`src/rtl/tmds_decoder.sv`:
```
// TMDS channel receiver: finds the symbol boundary by hunting for control-token runs, then decodes
// aligned symbols to pixel data / control / data-enable. Define TMDS_DECODER_LOSS_CNT_EN to add o_loss_cnt.
module tmds_decoder #(
  parameter int unsigned ALIGN_TOKENS = 16,
  parameter int unsigned SEARCH_LEN   = 2048,
  parameter int unsigned MAX_ACTIVE   = 4096
) (
  input  logic        i_clk,
  input  logic        i_rstn,
  input  logic [9:0]  i_raw,
  input  logic        i_raw_valid,
  output logic        o_valid,
  output logic [7:0]  o_vd,
  output logic [1:0]  o_cd,
  output logic        o_vde,
  output logic        o_locked,
`ifdef TMDS_DECODER_LOSS_CNT_EN
  output logic [15:0] o_loss_cnt,
`endif
  output logic [3:0]  o_offset
);

  localparam int unsigned RUN_W  = $clog2(ALIGN_TOKENS + 1);
  localparam int unsigned SRCH_W = $clog2(SEARCH_LEN + 1);
  localparam int unsigned ACT_W  = $clog2(MAX_ACTIVE + 1);

  typedef enum logic {HUNT = 1'b0, LOCKED = 1'b1} state_t;

  state_t            state_q, state_d;
  logic [9:0]        prev_q, prev_d;
  logic [3:0]        off_q, off_d;
  logic [RUN_W-1:0]  run_q, run_d;
  logic [SRCH_W-1:0] search_q, search_d;
  logic [ACT_W-1:0]  act_q, act_d;
  logic              valid_d, vde_d;
  logic [7:0]        vd_d;
  logic [1:0]        cd_d;

  logic [19:0] concat;
  logic [9:0]  win;
  logic [7:0]  d_word, vd_dec;
  logic        is_tok;
  logic [1:0]  tok_cd;
  logic        lock_hit, search_hit, loss_hit;

  assign concat = {i_raw, prev_q};
  assign win    = 10'(concat >> off_q);

  // Control-token match
  always_comb begin
    is_tok = 1'b1;
    tok_cd = 2'b00;
    case (win)
      10'h354: tok_cd = 2'b00;
      10'h0AB: tok_cd = 2'b01;
      10'h154: tok_cd = 2'b10;
      10'h2AB: tok_cd = 2'b11;
      default: is_tok = 1'b0;
    endcase
  end

  // Undo the optional inversion, then the XOR/XNOR transition chain
  always_comb begin
    d_word    = win[9] ? ~win[7:0] : win[7:0];
    vd_dec    = '0;
    vd_dec[0] = d_word[0];
    for (int i = 1; i < 8; i++) begin
      vd_dec[i] = win[8] ? (d_word[i] ^ d_word[i-1]) : ~(d_word[i] ^ d_word[i-1]);
    end
  end

  assign lock_hit   = is_tok && (run_q == RUN_W'(ALIGN_TOKENS - 1));
  assign search_hit = (search_q == SRCH_W'(SEARCH_LEN - 1));
  assign loss_hit   = !is_tok && (act_q == ACT_W'(MAX_ACTIVE - 1));

  always_ff @(posedge i_clk) begin
    if (!i_rstn) state_q <= HUNT;
    else         state_q <= state_d;
  end

  always_comb begin
    state_d = state_q;
    case (state_q)
      HUNT:    if (i_raw_valid && lock_hit) state_d = LOCKED;
      LOCKED:  if (i_raw_valid && loss_hit) state_d = HUNT;
      default: state_d = HUNT;
    endcase
  end

  // Next values for counters and registered outputs; lock beats precede offset steps
  always_comb begin
    prev_d   = prev_q;
    off_d    = off_q;
    run_d    = run_q;
    search_d = search_q;
    act_d    = act_q;
    valid_d  = 1'b0;
    vd_d     = o_vd;
    cd_d     = o_cd;
    vde_d    = o_vde;
    if (i_raw_valid) begin
      prev_d = i_raw;
      case (state_q)
        HUNT: begin
          vde_d = 1'b0;
          if (lock_hit) begin
            run_d    = '0;
            search_d = '0;
            act_d    = '0;
          end else if (search_hit) begin
            run_d    = '0;
            search_d = '0;
            off_d    = (off_q == 4'd9) ? 4'd0 : off_q + 4'd1;
          end else begin
            run_d    = is_tok ? run_q + 1'b1 : '0;
            search_d = search_q + 1'b1;
          end
        end
        LOCKED: begin
          if (is_tok) begin
            act_d   = '0;
            valid_d = 1'b1;
            vde_d   = 1'b0;
            cd_d    = tok_cd;
          end else if (loss_hit) begin
            act_d    = '0;
            run_d    = '0;
            search_d = '0;
            vde_d    = 1'b0;
          end else begin
            act_d   = act_q + 1'b1;
            valid_d = 1'b1;
            vde_d   = 1'b1;
            vd_d    = vd_dec;
          end
        end
        default: ;
      endcase
    end
  end

  always_ff @(posedge i_clk) begin
    if (!i_rstn) begin
      prev_q   <= '0;
      off_q    <= '0;
      run_q    <= '0;
      search_q <= '0;
      act_q    <= '0;
      o_valid  <= 1'b0;
      o_vd     <= '0;
      o_cd     <= '0;
      o_vde    <= 1'b0;
    end else begin
      prev_q   <= prev_d;
      off_q    <= off_d;
      run_q    <= run_d;
      search_q <= search_d;
      act_q    <= act_d;
      o_valid  <= valid_d;
      o_vd     <= vd_d;
      o_cd     <= cd_d;
      o_vde    <= vde_d;
    end
  end

  assign o_locked = (state_q == LOCKED);
  assign o_offset = off_q;

`ifdef TMDS_DECODER_LOSS_CNT_EN
  // Saturating count of lock losses
  always_ff @(posedge i_clk) begin
    if (!i_rstn) begin
      o_loss_cnt <= '0;
    end else if (i_raw_valid && state_q == LOCKED && loss_hit && o_loss_cnt != 16'hFFFF) begin
      o_loss_cnt <= o_loss_cnt + 16'd1;
    end
  end
`endif

endmodule

```
`config.mk`:
```
export PLATFORM = sky130hd
export DESIGN_NAME = tmds_decoder
export DESIGN_NICKNAME = d
export VERILOG_FILES = /design/src/rtl/tmds_decoder.sv
export SDC_FILE = /design/constraint.sdc
export NUM_CORES = 1
export LEC_CHECK = 0
export CORE_ASPECT_RATIO = 0.7
export CORE_MARGIN = 1.5
export CORE_UTILIZATION = 40
export DETAILED_ROUTE_END_ITERATION = 8
export GPL_ROUTABILITY_DRIVEN = 0
export HOLD_SLACK_MARGIN = 0.06
export SLEW_MARGIN = 20
export SYNTH_ARGS = -nofsm -noshare
export SYNTH_HDL_FRONTEND = slang
export SYNTH_SLANG_ARGS = --single-unit
```
`constraint.sdc`:
```
create_clock -name i_clk -period 7 [get_ports i_clk]
set_input_delay 0.7 -clock i_clk [delete_from_list [all_inputs] [get_ports i_clk]]
set_output_delay 0.7 -clock i_clk [all_outputs]
set_load 0.05 [all_outputs]
```
# Word-level counts from Yosys, hierarchy flattened
# Index checks and enable logic that the tools add are counted.
# Widths: inputs -> output; s select.
[word_totals] reg_bits=57
[classes] addsub=4 eq_ne=11 n_shift=1 n_mux=33 bitwise_logic=19 reduce_logical=12
[op_table] cell="$mux 12" count=4
[op_table] cell="$mux 13" count=3
[op_table] cell="$pmux 13 s2" count=1
[op_table] cell="$mux 5" count=5
[op_table] cell="$pmux 12 s2" count=1
[op_table] cell="$eq 10x10->1 const B" count=2
[op_table] cell="$shr 20x4->10" count=1
[op_table] cell="$add 13x1->13 const B" count=1
[op_table] cell="$eq 13x12->1 const B" count=1
[op_table] cell="$mux 1" count=13
[op_table] cell="$add 12x1->12 const B" count=1
[op_table] cell="$eq 12x11->1 const B" count=1
[op_table] cell="$not 1->1" count=11
[op_table] cell="$eq 10x8->1 const B" count=1
[op_table] cell="$eq 10x9->1 const B" count=1
[op_table] cell="$pmux 5 s2" count=1
[op_table] cell="$reduce_and 3->1" count=3
[op_table] cell="$mux 8" count=1
[op_table] cell="$not 8->8" count=1
[op_table] cell="$reduce_and 4->1" count=2
[op_table] cell="$xor 1x1->1" count=7
[op_table] cell="$pmux 2 s3" count=1
[op_table] cell="$add 5x1->5 const B" count=1
[op_table] cell="$eq 5x4->1 const B" count=1
[op_table] cell="10 further kinds" count=15

# Logic depth before layout (Yosys ltp)
# Gate-level depths: netlist of run 1.
[logic_depth] word_depth=9 depth_mapped=18

# Least setup slack after synthesis of run 1
# No wires, ideal clock.
[synth_path] path_type="flip-flop to flip-flop" start="register off_q[1], in the netlist o_offset[1]" end="register search_q[0]" setup_ns=0.134 arrival_ns=3.841 t_required_ns=6.866 setup_slack_ns=3.024 path_stages_with_launch=18 n_path_buf=5 period_less_slack_ns=3.976 cell_sequence="dfxtp_1 -> buf_6 -> clkbuf_1 -> clkbuf_1 -> mux4_2 -> nand2_1 -> nand3_1 -> o21ai_0 -> inv_1 -> ha_1 -> and4_1 -> clkbuf_1 -> mux2i_1 -> o221a_2 -> buf_4 -> nor2b_1 -> o21ai_1 -> nor2_1"
[synth_via] elab_chain_cells=8 elab_cells_between_ends=15
[synth_lines] element="start: declaration" line_no="31" text="logic [3:0] off_q, off_d;"
[synth_lines] element="start signal: assignment" line_no="145" text="off_q <= '0;"
[synth_lines] element="start signal: assignment" line_no="155" text="off_q <= off_d;"
[synth_lines] element="$shr 20x4->10 (*)" line_no="47" text="assign win = 10'(concat >> off_q);"
[synth_lines] element="$eq 10x10->1 (tied with other cells)" line_no="53" text="case (win)"
[synth_lines] element="$reduce_or 4->1 (no line) (*)"
[synth_lines] element="$mux 1 (*)" line_no="53"
[synth_lines] element="$logic_not 1->1" line_no="74" text="assign loss_hit = !is_tok && (act_q == ACT_W'(MAX_ACTIVE - 1));"
[synth_lines] element="$logic_and 1x1->1" line_no="74"
[synth_lines] element="$ne 2x1->1 (no line)"
[synth_lines] element="$reduce_and 3->1 (no line)"
[synth_lines] element="end signal: assignment" line_no="157" text="search_q <= search_d;"
[synth_lines] element="end: declaration" line_no="33" text="logic [SRCH_W-1:0] search_q, search_d;"
# Mark *: on every way between the ends. The rest lies on a longest branch, timed or not.
# A chain may end at the register's enable or synchronous reset.

# Final worst setup path of run 1
[layout_path] start="input i_raw[3]" end="register act_q[4]"
[layout_via] elab_chain_cells=9 elab_cells_between_ends=15
[layout_lines] element="start: declaration" line_no="10" text="input logic [9:0] i_raw,"
[layout_lines] element="$shr 20x4->10 (*)" line_no="47"
[layout_lines] element="$eq 10x10->1 (tied with other cells)" line_no="53"
[layout_lines] element="$reduce_or 4->1 (no line) (*)"
[layout_lines] element="$mux 1 (*)" line_no="53"
[layout_lines] element="$logic_not 1->1" line_no="74"
[layout_lines] element="$logic_and 1x1->1" line_no="74"
[layout_lines] element="$mux 13" line_no="125" text="end else if (loss_hit) begin"
[layout_lines] element="$mux 13" line_no="120" text="if (is_tok) begin"
[layout_lines] element="$pmux 13 s2" line_no="103" text="case (state_q)"
[layout_lines] element="end signal: assignment" line_no="158" text="act_q <= act_d;"
[layout_lines] element="end: declaration" line_no="34" text="logic [ACT_W-1:0] act_q, act_d;"
# Marks and branches as above.

==> run_results.csv, run 1 <==
group,metric,value,unit
detailed_routing,vias,3057,
finish,area_delta_synth_final,17.8,%
clock_network,cts_resized,0,
hold_path,min_path_type,"flip-flop to flip-flop",
synthesis,synth_seq_area_share,31.3,%
setup_path,cp-end-kind,"flip-flop",
sta,min_period,4210,ps
setup_path,r2r_slack,2790,ps
global_route,antenna_found_initial,0,
sta,finalSetupTns,0,ps
floorplanning,die-width,117,µm
synthesis,synth_top_area_cell,"dfxtp_1",
finish,finalInstanceArea,4290,µm²
sta,report.final.setup_viol,0,
hold_path,hold_start,"act_q[12]$_SDFFE_PN0P_",
synthesis,synthXorXnorAreaFrac,5.29,%
sta,rsz0062_at_grt,"no",
placed_design,dp_hpwl,6.29,mm
finish,antennaDiodeCount,0,
setup_path,cp-start-kind,"input pin",
synthesis,synth_top_family_by_area,"simple AND/OR/NAND/NOR gates",
detailed_routing,wl,8.82,mm
sta,slew_headroom,47.8,%
finish,nets,455,
synthesis,synth_common_cells,"dfxtp_1 (57), nor2_1 (49), nand2_1 (38)",
pwr,swShare,22.7,%
setup_path,crit_required,7260,ps
sta,post-route-period-util,60.2,%
pwr,power_density,202,nW/µm²
clock_network,cts_root_buf,"clkbuf_16",
setup_path,r2r_end,"act_q[4]$_SDFFE_PN0P_",
synthesis,synth-edff-count,0,
global_route,grt_pass1_wl,14.6,mm
synthesis,yosysMostFrequentCell,"dfxtp_1",
synthesis,synth_area,3640,µm²
finish,num-fill-cells,845,
sta,fin_worst_skew,8.55,ps
synthesis,synthSimpleGateAreaFrac,21.0,%
synthesis,synthMuxAreaShare,17.0,%
clock_network,insertion_delay,330,ps
floorplanning,start_util,42.1,%
detailed_routing,wl_per_cell,15.9,µm
global_route,grt_pass1_vias,2872,
pwr,p_switching,0.000197,W
pwr,p_total,0.000866,W
pwr,leakage,1.44,nW
finish,multiInputGateArea,2300,µm²
setup_path,cp_max_fo,20,
setup_path,critical_path_arrival,4470,ps
setup_path,ff2ff_path_depth,11,
sta,max_slew.worst_pin.slew,772,ps
sta,max_freq,0.237,GHz
finish,finalNonFillerCells,555,
clock_network,cts_hold_buf,0,
setup_path,endpoint,"act_q[4]$_SDFFE_PN0P_",
clock_network,cts_tree,"built",
synthesis,synth.distinct_cells,61,
pwr,clkPwrFrac,53.3,%
floorplanning,ios,30,
sta,finalHoldViolCount,0,
synthesis,synth_seq_cells,57,
floorplanning,die_h,82.9,µm
run,cap_viol_max_count,0,
synthesis,yosysWarningCount,0,
synthesis,synth_area_leaders,"dfxtp_1 (31%), mux2i_1 (8.5%), mux4_2 (7.4%), nor2_1 (5.0%), xnor2_1 (4.8%)",
global_route,globalRouteOverflowTotal,0,
clock_network,post-cts-setup-buffers,0,
floorplanning,core_area,8650,µm²
global_route,track_usage,19.5,%
detailed_routing,avgViaCountPerCell,5.51,
synthesis,synthCells,415,
setup_path,crit_start,"i_raw[3]",
sta,drv_slew,0,
finish,drive_gt1_share,11.0,%
synthesis,synth-async-reset-ratio,0,%
synthesis,synth_nets,440,
floorplanning,dieArea,9700,µm²
synthesis,synth_top_area_share,31.3,%
clock_network,clkSlewWorstSetupHoldPaths,60,ps
detailed_routing,first_pass_iters,4,
clock_network,h-tree-depth,3,
pwr,seq_power_share,38.7,%
clock_network,clk_path_buf_depth,2,
synthesis,synth_compound_area_share,15.8,%
detailed_routing,drc,0,
floorplanning,rows,28,
detailed_routing,postRouteAntennaNets,0,
placed_design,numPortBuffers,29,
pwr,pwr-share-comb,8.0,%
pwr,p_int,0.000670,W
outcome,outcome,"finished clean",
synthesis,synth.avg_cell_area,8.78,µm²
pwr,ir_worst_vdd,0.112,mV
detailed_routing,drt-initial-drc-count,262,
synthesis,synthAdderAreaFrac,4.12,%
setup_path,worstSetupPathType,"input pin to flip-flop",
synthesis,ys.flop_type,"dfxtp_1",
setup_path,r2r_start,"o_offset[1]$_SDFFE_PN0P_",
placed_design,dp_cells,539,
global_route,grt_max_degree,41,
clock_network,clock-sinks,57,
clock_network,cts_buffers,9,
finish,ff_latch_area,1140,µm²
placed_design,place_area,3980,µm²
## worst min-delay path by stage
stage	endpoint	slack, ps	depth (start not counted)
6_report	act_q[12]$_SDFFE_PN0P_	440	2
5_1_grt	act_q[12]$_SDFFE_PN0P_	460	2
4_1_cts	act_q[12]$_SDFFE_PN0P_	440	2
3_5_place_dp	act_q[12]$_SDFFE_PN0P_	430	2
3_3_place_gp	act_q[12]$_SDFFE_PN0P_	410	2
2_1_floorplan	act_q[12]$_SDFFE_PN0P_	410	2
## layer usage
layer	vias to the layer above	share of wire (%)	GRT usage [%]
met5	-	0	0
met4	0	0.69	5.15
met3	8	6.4	5.33
met2	86	40	25.4
met1	1435	53	30.9
li1	1528	-	-
## per-stage QoR
stage | hold WS (ps) | util (%) | worst slack [ps]
after floorplan | 408 | - | 3020
after global placement | 414 | 46.0 | 2470
after detailed placement | 434 | 46.0 | 2470
after CTS | 441 | 49.6 | 2440
after global routing | 465 | 49.6 | 2490
final | 443 | 49.6 | 2790
## flip-flops by register name (all words and copies together), names as in the netlist
register,cells
o_vde,1
run_q,5
act_q,13
o_cd,2
search_q,12
o_valid,1
o_vd,8
o_offset,4
prev_q,10
o_locked,1
## logic make-up (layout without fill, tap and decap cells)
group           Yosys count  after routing
mux                      46             46
simple gates            156            156
buf+inv                  47             67
compound gates           75             75
flops                    57             57
xor+xnor                 22             22
fa+ha+maj                12             12
## worst max-delay path, stage by stage
cell and delay (ps):
clkdlybuf4s50_1 490, mux2i_1 360, mux2_2 250, a21oi_1 80, o21ai_0 380, inv_1 90, ha_1 210, and4_1 280
a21oi_2 330, and3_1 720, or4b_1 490, o211ai_1 90
## cell type report
class	instances	area share (%)
clock buffer	10	5.34
clock inverter	6	1.92
inverter	19	1.66
multi-input combinational	311	53.7
sequential	57	26.6
tap	120	3.50
timing repair buffer	32	7.29
## cells in the final DEF, fill, tap and decap left out, drive strengths merged, types with 3 or more instances in the layout
cell type,synthesis,final
a31oi,5,5
dfxtp,57,57
o21ai,14,14
ha,12,12
mux2i,31,31
nor2b,3,3
nand2,38,38
a211oi,12,12
inv,18,18
nand4,9,9
clkdlybuf4s50,0,29
nand3,16,16
xnor2,20,20
or3,6,6
a2111oi,3,3
and2,4,4
mux4,12,12
mux2,3,3
nor3,8,8
nor4b,3,3
buf,12,3
and3,6,6
clkinv,1,4
nor2,49,49
a21oi,19,19
a22oi,3,3
o211ai,7,7
clkbuf,16,10
## power groups by stage
stage	clock network [W]	registers [W]	logic (W)
floorplan	0	0.000339	0.0000472
global placement	0	0.000342	0.0000688
detailed placement	0	0.000342	0.0000688
CTS	0.000474	0.000335	0.0000693
global route	0.000488	0.000335	0.0000762
finish	0.000462	0.000335	0.0000695
Power figures use the tool's default switching activity.
==> run 2: changes to the inputs <==
Clock period 7 ns to 3.4 ns, I/O delays scaled along.
==> run 2 against run 1 <==
Compared with the run above:
- critical path depth rose by 2
- sequential power rose by 110%
- routed wire length rose by 4.3%
- hold slack got worse by 2.8 ps
- via count rose by 4.6%
- critical endpoint is now run_q[0]$_SDFFE_PN0P_
- highest routed layer unchanged
==> run_results.csv, run 2 (synthesized netlist as in run 1, its figures left out) <==
group,metric,value,unit
outcome,outcome,"finished clean",
setup_path,crit_required,3640,ps
sta,min_period,3210,ps
placed_design,numPortBuffers,29,
clock_network,cts_root_buf,"clkbuf_16",
finish,nets,504,
pwr,power_density,371,nW/µm²
finish,drive_gt1_share,21.1,%
floorplanning,start_util,42.1,%
setup_path,r2r_slack,190,ps
clock_network,clock-sinks,57,
run,cap_viol_max_count,0,
finish,fin_util,53.9,%
setup_path,worstSetupPathType,"flip-flop to flip-flop",
clock_network,h-tree-depth,3,
pwr,p_int,0.00133,W
floorplanning,die-width,117,µm
global_route,grt_pass1_vias,2974,
detailed_routing,drc,0,
sta,report.final.setup_viol,0,
global_route,track_usage,20.2,%
placed_design,dp_hpwl,6.73,mm
finish,largest_reg_flops,13,
clock_network,clkSlewWorstSetupHoldPaths,50,ps
floorplanning,dieArea,9700,µm²
pwr,seq_power_share,39.8,%
pwr,leakage,1.69,nW
clock_network,insertion_delay,330,ps
hold_path,min_to,"act_q[12]$_SDFFE_PN0P_",
sta,max_slew.worst_pin.slew,970,ps
detailed_routing,wl_per_cell,15.2,µm
sta,fin_worst_skew,6.65,ps
detailed_routing,wl,9.20,mm
setup_path,crit_start,"o_offset[1]$_SDFFE_PN0P_",
sta,post-route-period-util,94.4,%
pwr,p_total,0.00173,W
pwr,clkPwrFrac,50.6,%
setup_path,cp-start-kind,"flip-flop",
finish,num-fill-cells,789,
clock_network,cts_buffers,9,
sta,rsz0062_at_grt,"yes",
global_route,grt_pass1_wl,15.2,mm
setup_path,cp_max_fo,11,
global_route,globalRouteOverflowTotal,0,
pwr,p_switching,0.000401,W
floorplanning,ios,30,
clock_network,clk_path_buf_depth,2,
sta,slew_headroom,34.4,%
detailed_routing,drt-initial-drc-count,262,
detailed_routing,avgViaCountPerCell,5.29,
sta,finalHoldViolCount,0,
global_route,grt_max_degree,40,
detailed_routing,postRouteAntennaNets,0,
setup_path,critical_path_arrival,3450,ps
setup_path,cp-end-kind,"flip-flop",
sta,max_freq,0.312,GHz
sta,holdWs,440,ps
detailed_routing,vias,3197,
detailed_routing,first_pass_iters,4,
clock_network,cts_tree,"built",
floorplanning,rows,28,
setup_path,ff2ff_path_depth,14,
finish,area_delta_synth_final,28.1,%
finish,antennaDiodeCount,0,
sta,drv_slew,0,
hold_path,hold_depth,2,
clock_network,cts_hold_buf,0,
setup_path,r2r_start,"o_offset[1]$_SDFFE_PN0P_",
finish,regMostFlops,"act_q",
global_route,antenna_found_initial,0,
finish,final_common_cell,"dfxtp_1",
hold_path,min_path_type,"flip-flop to flip-flop",
pwr,ir_worst_vdd,0.211,mV
sta,finalSetupTns,0,ps
pwr,swShare,23.1,%
floorplanning,core_area,8650,µm²
hold_path,hold_start,"act_q[12]$_SDFFE_PN0P_",
finish,final_cell_mix,"dfxtp_1 (54), buf_4 (52), nor2_1 (49), nand2_1 (38)",
finish,top_regs,"act_q (13), search_q (12), prev_q (10)",
floorplanning,die_h,82.9,µm
setup_path,r2r_end,"run_q[0]$_SDFFE_PN0P_",
pwr,pwr-share-comb,9.6,%
## run 2: worst max-delay path, cell delays in order, from the launching register on
cell and delay [ps]:
dfxtp_4 450, buf_4 200, mux2i_1 250, mux2i_1 130, mux4_2 520, inv_1 80
ha_1 140, nand4_1 120, inv_1 130, o211a_4 210, a21oi_2 60, buf_4 160
and4bb_2 380, nor2_1 60, a211oi_1 210
## run 2: worst max path at each step
stage,end,cells after the start
finish,run_q[0]$_SDFFE_PN0P_,14
CTS,o_offset[1]$_SDFFE_PN0P_,12
global route,o_offset[1]$_SDFFE_PN0P_,14
global placement,act_q[11]$_SDFFE_PN0P_,15
floorplan,run_q[1]$_SDFFE_PN0P_,14
detailed placement,o_offset[1]$_SDFFE_PN0P_,13
## run 2: through the flow
stage | instance area (µm²) | setup slack, ps | std cells
final | 4670 | 191 | 604
after global routing | 4670 | -17.6 | 604
after CTS | 4600 | 47.1 | 597
after detailed placement | 4310 | -164 | 581
after global placement | 4310 | -32.1 | 581
after floorplan | 3670 | 11.9 | 415
## run 2: area by class of cell
cell class,instances,area [µm²],area share [%]
Sequential cell,57,1150,24.6
Timing Repair Buffer,81,681,14.6
Clock buffer,14,284,6.08
Inverter,19,71.3,1.53
Clock inverter,2,10.0,0.214
Tap cell,120,150,3.22
Multi-Input combinational cell,311,2320,49.7
## run 2: power by group through the flow
stage	clock network (W)	registers [W]	logic [W]
6_report	0.000876	0.000689	0.000167
5_1_grt	0.000925	0.000689	0.000182
4_1_cts	0.000898	0.000688	0.000166
3_5_place_dp	0	0.000702	0.000165
3_3_place_gp	0	0.000701	0.000163
2_1_floorplan	0	0.000697	0.0000976
## run 2: what timing repair did
| action | in CTS | in global routing |
|---|---|---|
| buffers inserted | 0 | 7 |
| resized for setup | 0 | 4 |
| endpoints found under the setup margin | 0 | 35 |
## run 2: metal layers
layer  GRT usage (%)  routed length [µm]
met1            32.2                5030
met2            25.5                3690
met3            5.47                 408
met4            6.35                  65
met5               0                   0
==> run 3: changes to the inputs <==
Settings changed: CTS_BUF_LIST from default to sky130_fd_sc_hd__clkbuf_8.
==> run 3 against run 2 <==
Compared with the run above:
- sequential power about the same
- sequential share of layout area about the same
- register-to-register slack about the same
- routed wire length increased by 1.7%
- global-route usage decreased by 0.32 points
- sequential cell count unchanged
- design area about the same
- final cell count increased by 0.83%
- largest cell class unchanged
==> run_results.csv, run 3 (synthesized netlist as in run 1, its figures left out) <==
group,metric,value,unit
setup_path,r2r_start,"o_offset[0]$_SDFFE_PN0P_",
setup_path,cp_max_fo,7,
floorplanning,die_h,82.9,µm
clock_network,h-tree-depth,3,
placed_design,dp_cells,581,
pwr,ir_worst_vdd,0.156,mV
finish,antennaDiodeCount,0,
pwr,leakage,1.67,nW
sta,slew_headroom,36.9,%
floorplanning,ios,30,
clock_network,clock-sinks,57,
sta,min_period,3220,ps
clock_network,insertion_delay,340,ps
global_route,antenna_found_initial,0,
pwr,p_total,0.00147,W
finish,top_regs,"act_q (13), search_q (12), prev_q (10)",
global_route,track_usage,19.9,%
floorplanning,rows,28,
floorplanning,dieArea,9700,µm²
sta,fin_worst_skew,10.0,ps
floorplanning,start_util,42.1,%
floorplanning,core_area,8650,µm²
detailed_routing,wl,9.36,mm
sta,finalHoldViolCount,0,
pwr,power_density,315,nW/µm²
sta,report.final.setup_viol,0,
run,cap_viol_max_count,0,
detailed_routing,drc,0,
setup_path,crit_required,3660,ps
global_route,grt_pass1_vias,2937,
clock_network,cts_tree,"built",
detailed_routing,met1_length,5.15,mm
finish,drive_gt1_share,23.1,%
finish,largest_reg_flops,13,
global_route,grt_max_degree,40,
setup_path,ff2ff_path_depth,11,
hold_path,min_path_type,"flip-flop to flip-flop",
hold_path,min_to,"act_q[12]$_SDFFE_PN0P_",
detailed_routing,avgViaCountPerCell,5.35,
finish,num-fill-cells,789,
sta,drv_slew,0,
hold_path,hold_depth,2,
setup_path,critical_path_arrival,3480,ps
clock_network,cts_hold_buf,0,
finish,area_delta_synth_final,28.2,%
finish,finalNonFillerCells,609,
hold_path,hold_start,"act_q[12]$_SDFFE_PN0P_",
detailed_routing,postRouteAntennaNets,0,
setup_path,cp-end-kind,"flip-flop",
finish,ff_latch_area,1150,µm²
detailed_routing,first_pass_iters,4,
setup_path,r2r_end,"o_offset[1]$_SDFFE_PN0P_",
outcome,outcome,"finished clean",
placed_design,dp_hpwl,6.73,mm
detailed_routing,wl_per_cell,15.4,µm
detailed_routing,met3_length,465,µm
finish,multiInputGateArea,2390,µm²
finish,final_cell_mix,"dfxtp_1 (54), buf_4 (54), nor2_1 (49), nand2_1 (38), clkdlybuf4s50_1 (29)",
sta,post-route-period-util,94.7,%
detailed_routing,highest_layer,"met4",
finish,regMostFlops,"act_q",
setup_path,cp-start-kind,"flip-flop",
clock_network,clk_path_buf_depth,2,
sta,max_slew.worst_pin.slew,934,ps
detailed_routing,drt-initial-drc-count,254,
global_route,globalRouteOverflowTotal,0,
finish,nets,509,
floorplanning,die-width,117,µm
sta,max_freq,0.311,GHz
detailed_routing,met2_length,3.68,mm
clock_network,cts_buffers,9,
global_route,grt_pass1_wl,15.0,mm
clock_network,cts_root_buf,"clkbuf_8",
setup_path,worstSetupPathType,"flip-flop to flip-flop",
detailed_routing,vias,3256,
setup_path,r2r_slack,180,ps
placed_design,numPortBuffers,29,
finish,fin_util,54.0,%
clock_network,clkSlewWorstSetupHoldPaths,70,ps
## run 3: through the flow
stage / setup TNS (ps) / worst slack (ps) / instance area, µm² / hold WS (ps)
after global placement: -363 / -32.1 / 4310 / 414
after detailed placement: -1980 / -164 / 4310 / 433
after CTS: 0 / 43.4 / 4500 / 443
final: 0 / 181 / 4670 / 442
after floorplan: 0 / 11.9 / 3670 / 408
after global routing: -8.22 / -8.22 / 4670 / 455
## run 3: layout make-up
class | count | area share, %
clock buffers | 13 | 3.83
clock inverters | 3 | 0.295
well taps | 120 | 3.22
inverters | 19 | 1.53
flip-flops and latches | 57 | 24.6
repair buffers | 85 | 15.4
multi-input cells | 312 | 51.1
## run 3: worst max-delay path, stage by stage, from the launching register on
cell and delay [ps]:
dfxtp_4 410, buf_6 150, buf_4 120, mux4_2 320
mux4_2 510, ha_1 190, and4_1 220, mux2i_4 200
o221a_4 260, nand4_1 140, or3_1 430, a21oi_1 170
## run 3: worst max path at each step
stage | from | endpoint | slack (ps) | cells after the start
after global placement | i_raw[1] | act_q[11]$_SDFFE_PN0P_ | -30 | 15
after floorplan | o_offset[2]$_SDFFE_PN0P_ | run_q[1]$_SDFFE_PN0P_ | 10 | 14
final | o_offset[0]$_SDFFE_PN0P_ | o_offset[1]$_SDFFE_PN0P_ | 180 | 11
after CTS | o_offset[1]$_SDFFE_PN0P_ | o_offset[1]$_SDFFE_PN0P_ | 40 | 12
after global routing | o_offset[1]$_SDFFE_PN0P_ | run_q[0]$_SDFFE_PN0P_ | -8 | 14
after detailed placement | i_raw[6] | o_offset[1]$_SDFFE_PN0P_ | -160 | 13
## run 3: metal layers
layer / vias to the layer above / GRT usage (%)
met3: 7 / 5.69
met5: - / 0
li1: 1637 / -
met1: 1530 / 32.3
met2: 82 / 24.9
met4: 0 / 4.71
## run 3: what timing repair did
item | CTS | global route
gates resized for setup | 0 | 18
buffers inserted | 0 | 11
setup endpoints to repair | 0 | 36
## run 3: report_power, final
group	switching, W	internal [W]	total, W
Combinational	0.0000851	0.0000871	0.000172
Clock	0.000271	0.000339	0.000610
Sequential	0.0000117	0.000676	0.000687
Total	0.000367	0.00110	0.00147
